==> src/rtl/hex_entry_pkg.sv <==
// hex_entry_pkg: shared types and constants for the hex digit entry path.
package hex_entry_pkg;
  typedef enum logic [1:0] {ST_IDLE, ST_ENTRY, ST_FULL} state_e;
  localparam int DIG_W = 4;
  localparam int DEB_CYCLES_DEF = 4;
endpackage

==> src/rtl/key_debounce.sv <==
// key_debounce: synchronizes and debounces an active-low key, emits a one-cycle press event.
module key_debounce import hex_entry_pkg::*; #(
  parameter int DEB_CYCLES = DEB_CYCLES_DEF
) (
  input  logic clock,
  input  logic Resetn,
  input  logic key_n,
  output logic press
);
  localparam int CW = $clog2(DEB_CYCLES + 1);
  logic sync1_q, sync2_q, deb_q, press_q, flip;
  logic [CW-1:0] cnt_q;
  // The level flips on the cycle the counter would reach DEB_CYCLES.
  assign flip = (sync2_q != deb_q) && (cnt_q == CW'(DEB_CYCLES - 1));
  always_ff @(posedge clock or negedge Resetn) begin
    if (!Resetn) begin
      sync1_q <= 1'b1;
      sync2_q <= 1'b1;
      deb_q   <= 1'b1;
      cnt_q   <= '0;
      press_q <= 1'b0;
    end else begin
      sync1_q <= key_n;
      sync2_q <= sync1_q;
      cnt_q   <= (sync2_q == deb_q || flip) ? '0 : cnt_q + 1'b1;
      deb_q   <= flip ? sync2_q : deb_q;
      press_q <= flip && !sync2_q;
    end
  end
  assign press = press_q;
endmodule

==> src/rtl/hex_entry.sv <==
// hex_entry: assembles debounced key presses into an NDIG-nibble word with valid/accept handshake.
module hex_entry import hex_entry_pkg::*; #(
  parameter int NDIG = 4,
  parameter int DEB_CYCLES = DEB_CYCLES_DEF
) (
  input  logic                       clock,
  input  logic                       Resetn,
  input  logic                       key_n,
  input  logic [DIG_W-1:0]           digit,
  input  logic                       clear_entry,
  input  logic                       accept,
  output logic [DIG_W*NDIG-1:0]      Q,
  output logic [$clog2(NDIG+1)-1:0]  count,
  output logic                       valid,
  output logic [NDIG-1:0]            blank,
  output logic                       ovf
);
  localparam int W = DIG_W * NDIG;
  localparam int CW = $clog2(NDIG + 1);
  state_e state_q;
  logic [W-1:0] q_q, q_d;
  logic [CW-1:0] count_q, count_d;
  logic ovf_q, press;
  key_debounce #(.DEB_CYCLES(DEB_CYCLES)) u_key (
    .clock  (clock),
    .Resetn (Resetn),
    .key_n  (key_n),
    .press  (press)
  );
  assign q_d = (q_q << DIG_W) | W'(digit);
  assign count_d = count_q + 1'b1;
  always_ff @(posedge clock or negedge Resetn) begin
    if (!Resetn) begin
      state_q <= ST_IDLE;
      q_q     <= '0;
      count_q <= '0;
      ovf_q   <= 1'b0;
    end else begin
      ovf_q <= 1'b0;
      if (clear_entry || (accept && state_q == ST_FULL)) begin
        state_q <= ST_IDLE;
        q_q     <= '0;
        count_q <= '0;
      end else if (press && state_q == ST_FULL) begin
        ovf_q <= 1'b1;
      end else if (press) begin
        q_q     <= q_d;
        count_q <= count_d;
        state_q <= (count_d == CW'(NDIG)) ? ST_FULL : ST_ENTRY;
      end
    end
  end
  assign Q = q_q;
  assign count = count_q;
  assign ovf = ovf_q;
  assign valid = state_q == ST_FULL;
  for (genvar i = 0; i < NDIG; i++) begin : g_blank
    assign blank[i] = CW'(i) >= count_q;
  end
endmodule

==> config.mk <==
export PLATFORM = sky130hd
export DESIGN_NAME = hex_entry
export DESIGN_NICKNAME = d
export VERILOG_FILES = /design/src/rtl/hex_entry_pkg.sv /design/src/rtl/key_debounce.sv /design/src/rtl/hex_entry.sv
export SDC_FILE = /design/constraint.sdc
export NUM_CORES = 1
export LEC_CHECK = 0
export ABC_AREA = 1
export CAP_MARGIN = 25
export CORE_MARGIN = 4
export CORE_UTILIZATION = 30
export DETAILED_ROUTE_END_ITERATION = 7
export GPL_TIMING_DRIVEN = 0
export PLACE_DENSITY_LB_ADDON = 0.1
export SLEW_MARGIN = 20
export SYNTH_ARGS = -nofsm -noshare
export SYNTH_HDL_FRONTEND = slang
export SYNTH_SLANG_ARGS = --single-unit
==> constraint.sdc <==
create_clock -name clock -period 3.55 [get_ports clock]
set_input_delay 0.71 -clock clock [delete_from_list [all_inputs] [get_ports clock]]
set_output_delay 0.71 -clock clock [all_outputs]
set_load 0.05 [all_outputs]
* Word-level counts from Yosys, hierarchy flattened
Index checks and enable logic that the tools add are counted.
** Operators by class
- Add/subtract/negate cells :: 2
- $lt $le $gt $ge :: 4
- Bitwise operators :: 1
- Reductions and logical operators :: 9
- Equality and inequality tests :: 6
- Mux-type cells :: 13
** Operator list (count)
- two-way mux 16 bit :: 3
- bitwise OR 16 x 4 -> 16 bit :: 1
- two-way mux 3 bit :: 4
- two-way mux 2 bit :: 4
- adder 3 x 1 -> 3 bit (second input constant) :: 2
- >= comparator 1 x 3 -> 1 bit (first input constant) :: 2
- >= comparator 2 x 3 -> 1 bit (first input constant) :: 2
- logical AND 1 bit :: 4
- == test 3 x 2 -> 1 bit (second input constant) :: 1
- == test 3 bit (second input constant) :: 1
- == test 2 bit (second input constant) :: 1
- logical OR 1 bit :: 2
- two-way mux 1 bit :: 2
- inequality test 2 bit (second input constant) :: 1
- AND reduction 2 bit :: 1
- nonzero test 2 bit :: 1
- == test 1 bit :: 1
- logical NOT 1 bit :: 1
- inequality test 1 bit :: 1
** Word-level totals
- Register bits after elaboration :: 29
- Word-level logic and storage cells :: 44
- Output and inout bits :: 25
- Input bits :: 9

* Longest topological paths before layout
- Word-level depth :: 6
- Gate-level depth with buffers :: 6
- Depth with buffers taken out :: 6

* Modules after synthesis
From an unflattened synthesis, not the netlist that was laid out.
** Second synthesis, totals
- Cell total of the unflattened synthesis :: 143
- Area, all modules :: 1303.8 sq um
** By module, submodules not included
- hex_entry :: area each 1034.7 sq um, cells each 119, seq. area each 550.5 sq um, times used 1
- key_debounce :: area each 269.0 sq um, cells each 24, seq. area each 178.9 sq um, times used 1

* Worst setup path after synthesis
Ideal clock, no wire load.
- Path type :: reg-to-output
- Start :: reg count_q[2] (netlist: count[2])
- End :: out blank[0]
- Setup slack :: 0.904 ns
- Data arrival time :: 1.936 ns
- Buffers on the path :: 0
- Cell stages (with the launch flop) :: 4
- Required time :: 2.840 ns
- Cell sequence :: dfrtp_1 > inv_1 > nand2_1 > o21ai_0
** On the way
- Longest elaborated chain between the ends :: 1
** Ends and longest elaborated chain
- start, declared :: RTL line hex_entry.sv:22 : logic [CW-1:0] count_q, count_d;
- start signal, assigned :: RTL line hex_entry.sv:48 : count_q <= count_d;
- >= comparator 1 x 3 -> 1 bit :: RTL line hex_entry.sv:58 : assign blank[i] = CW'(i) >= count_q;
- end, declared :: RTL line hex_entry.sv:15 : output logic [NDIG-1:0] blank,
Every way passes these cells.

* Final worst setup path
- Start :: reg count_q[0] (netlist: count[0])
- End :: out blank[0]
The elaborated chain is that of the path after synthesis.

==> run metrics <==
Cell variety after synth=21; reg-to-reg startpoint=count[1]; finished layout cell area=1850 sq um; Final ANT Viol Nets=0; residual overflow from global routing=0; run status=finished clean; vias in the first global route=1078; routability congestion estimate=0.726; critical path's largest stage delay=0.82 ns; area growth from synthesis to layout=34.3%; CTS tree=yes; cells taking the most area after synthesis=sky130_fd_sc_hd__dfrtp_1 47%, sky130_fd_sc_hd__nand3_1 7.3%, sky130_fd_sc_hd__a21oi_2 6.4%, sky130_fd_sc_hd__dfstp_2 5.7%, sky130_fd_sc_hd__ha_1 5.4%; number of buffers added by the clock tree synthesis step=5; setup violation total in the final timing report=0; first-pass iteration count of the detailed router=4; Post-Synthesis Mean Instance Area=9.92 sq um; post-synth net total=about 150; maximum number of pins on one net before global-route repair=30; pre-CTS worst setup slack=1.19 ns; DRC violations left=0; flip-flop and latch area=between 700 and 800 sq um; crit path setup slack, layout=approximately 0.90 ns; Top-Level Pins=34; clock tree root buffer cell=sky130_fd_sc_hd__clkbuf_8; post-route clock period utilization=between 70% and 80%; total die area=5740 sq um; setup repair after global routing missed its margin=false; clock latency at the later pin of the worst-skew pair=0.28 ns; starting density of the core=a little under a third; total half-perimeter wirelength after legalization and detailed placement=2160 microns; Vias=1091; layout cell share with drive strength beyond 1=between 20% and 30%; library cell with the largest summed area after synthesis=sky130_fd_sc_hd__dfrtp_1; critical path peak fanout=6; worst slack on hold paths=~0.36 ns; post-CTS clock slew at the launch and capture registers of the worst setup and hold paths=around 0.06 ns; Max Cap Viol=0; Antenna diodes=0; number of buffers inserted by hold repair at cts=0; detailed router's first-iteration violation count=25; detailed-route vias per instance=4.70; total global routing track utilization=12.8%; count of final hold-check violations=0; proportion of netlist area held by the largest area contributor=between 40% and 50%; Power Dens Cells=just under 400 nW/um^2; H-tree lvl count=2; die boundary height=75.8 microns; Die X-Extent=approximately 76 microns; worst hold start=u_key.sync1_q; crit path launch=count[0]; area inside the core boundary=approximately 4400 sq um; area used by multi-input combinational logic=523 sq um; CTS sink count=29; mapped cell area=1380 sq um; initial antenna violation count=0; post-CTS setup buffers=0; row count=24; type of the worst setup path=reg -> out; endpoint of the most critical setup path=blank[0]; ordered cell list for the critical path=inv_1, ha_1, nand2_1, o21ai_0, clkdlybuf4s50_1; Filler Cell Count=450; average wire per standard cell=~14 microns; critical-path cell with the highest stage delay=sky130_fd_sc_hd__clkdlybuf4s50_1; post-place instance area=1770 sq um; Slew Limit Fails=0; global-route wire length before repair=5310 microns; FF-to-FF End=count[2]; Data required, critical path=2.84 ns; worst supply voltage drop on vdd=0.000204 V; worst clock skew=0.00638 ns; total of flip-flops plus latches after synthesis=29; type of the most critical hold path=reg -> reg; r2r worst-path depth=5; type of destination of the critical path=output port; Final min period=2.65 ns; Arr. time, crit path=1.94 ns; setup slack of the most critical reg-to-reg path=2.27 ns; upper clock frequency limit=378 MHz; leakage power figure=roughly 0.78 nW; type of element launching the critical path=register; sum of negative setup slack=0 ns; remaining max-slew budget at the tightest pin=between 50% and 60%; Routed Wire Length=around 3200 microns; Gate Count Post-Synth=139; post-cts gate resize count=0; warning count from the yosys run=0; transition time at the pin with the least slew margin=roughly 0.68 ns; number of input and output port buffers inserted=33; buffers from clock root to sink, at most=2; sequential area share after synthesis=a little over half; # nets final=~190
[critical path, delay by kind of cell (launching register included)]
family / cells / cell delay, ns
buffers and inverters: 2 / 0.95
adder cells (fa/ha/maj): 1 / 0.16
AO/OA/AOI/OAI: 1 / 0.07
AND/OR/NAND/NOR: 1 / 0.05
flip-flops: 1 / 0.43
[cell usage after synthesis]
cell type and instances:
sky130_fd_sc_hd__a21oi_2 10, sky130_fd_sc_hd__inv_2 1, sky130_fd_sc_hd__or2_2 1, sky130_fd_sc_hd__nand3_1 20, sky130_fd_sc_hd__nor3_1 2, sky130_fd_sc_hd__dfstp_2 3
sky130_fd_sc_hd__buf_12 1, sky130_fd_sc_hd__nand2_2 11, sky130_fd_sc_hd__buf_6 2, sky130_fd_sc_hd__buf_4 3, sky130_fd_sc_hd__nor2_1 5, sky130_fd_sc_hd__dfrtp_1 26
sky130_fd_sc_hd__ha_1 6, sky130_fd_sc_hd__buf_2 1, sky130_fd_sc_hd__nand2_1 17, sky130_fd_sc_hd__xor2_1 1, sky130_fd_sc_hd__nand3b_1 1, sky130_fd_sc_hd__o21ai_0 2
sky130_fd_sc_hd__a21oi_1 11, sky130_fd_sc_hd__nand2_4 1, sky130_fd_sc_hd__inv_1 14
[report_power, final]
part / switching [mW] / internal (mW) / total [mW] / leakage, nW
Sequential: 0.0117 / 0.356 / 0.368 / 0.392
Combinational: 0.0593 / 0.0371 / 0.0964 / 0.346
Clock: 0.127 / 0.135 / 0.262 / 0.0450
Total: 0.198 / 0.529 / 0.727 / 0.783
[worst min-delay path by stage]
stage                    endpoint  slack [ns]  cells past startpoint
floorplan           u_key.sync2_q        0.35                      0
global placement    u_key.sync2_q        0.35                      0
detailed placement  u_key.sync2_q        0.36                      0
CTS                 u_key.sync2_q        0.37                      0
global route        u_key.sync2_q        0.37                      0
finish              u_key.sync2_q        0.36                      0
[sequential cells by signal, indices dropped and copies added, names as in the netlist]
register       cells
u_key.sync1_q      1
Q                 16
u_key.sync2_q      1
count              3
u_key.press        1
u_key.cnt_q        3
state_q            2
ovf                1
u_key.deb_q        1
[through the flow]
stage / total power [mW] / instances / util, %
global route: 0.771 / 232 / 42.0
detailed placement: 0.472 / 224 / 40.1
finish: 0.727 / 232 / 42.0
floorplan: 0.437 / 139 / -
CTS: 0.740 / 232 / 42.0
global placement: 0.469 / 224 / 40.2
[cells in the final DEF, fill, tap and decap left out, types with 2 or more instances in the layout]
cell,Yosys,layout
sky130_fd_sc_hd__nor2_1,5,5
sky130_fd_sc_hd__ha_1,6,6
sky130_fd_sc_hd__a21oi_1,11,11
sky130_fd_sc_hd__nand2_2,11,11
sky130_fd_sc_hd__nand3_1,20,20
sky130_fd_sc_hd__clkdlybuf4s50_1,0,32
sky130_fd_sc_hd__nand2_1,17,17
sky130_fd_sc_hd__o21ai_0,2,2
sky130_fd_sc_hd__buf_4,3,3
sky130_fd_sc_hd__dfstp_2,3,3
sky130_fd_sc_hd__a21oi_2,10,10
sky130_fd_sc_hd__buf_6,2,2
sky130_fd_sc_hd__nor3_1,2,2
sky130_fd_sc_hd__clkinv_2,0,2
sky130_fd_sc_hd__clkbuf_8,0,5
sky130_fd_sc_hd__buf_2,1,2
sky130_fd_sc_hd__dfrtp_1,26,26
sky130_fd_sc_hd__inv_1,14,14
[cells by family after synthesis]
kind of cell / after synthesis / share of synthesized area [%]
adder cells (fa/ha/maj): 6 / 5.44
AO/OA/AOI/OAI: 23 / 11.1
flip-flops: 29 / 52.9
AND/OR/NAND/NOR: 58 / 20.8
buffers and inverters: 22 / 9.16
XOR/XNOR: 1 / 0.635
[area by class of cell]
cell class | instances | area share, %
Clock inverter | 2 | 0.541
Timing Repair Buffer | 33 | 17.6
Tap cell | 52 | 3.51
Clock buffer | 6 | 3.92
Buffer | 7 | 3.78
Inverter | 15 | 3.04
Multi-Input combinational cell | 88 | 28.2
Sequential cell | 29 | 39.4
[layer usage]
metal	vias up	track usage (%)	wire [microns]
li1	527	-	-
met1	522	15.8	1470
met2	35	19.2	1420
met3	7	5.41	219
met4	0	5.83	58
met5	-	0	0
(Power assumes the default switching activity.)
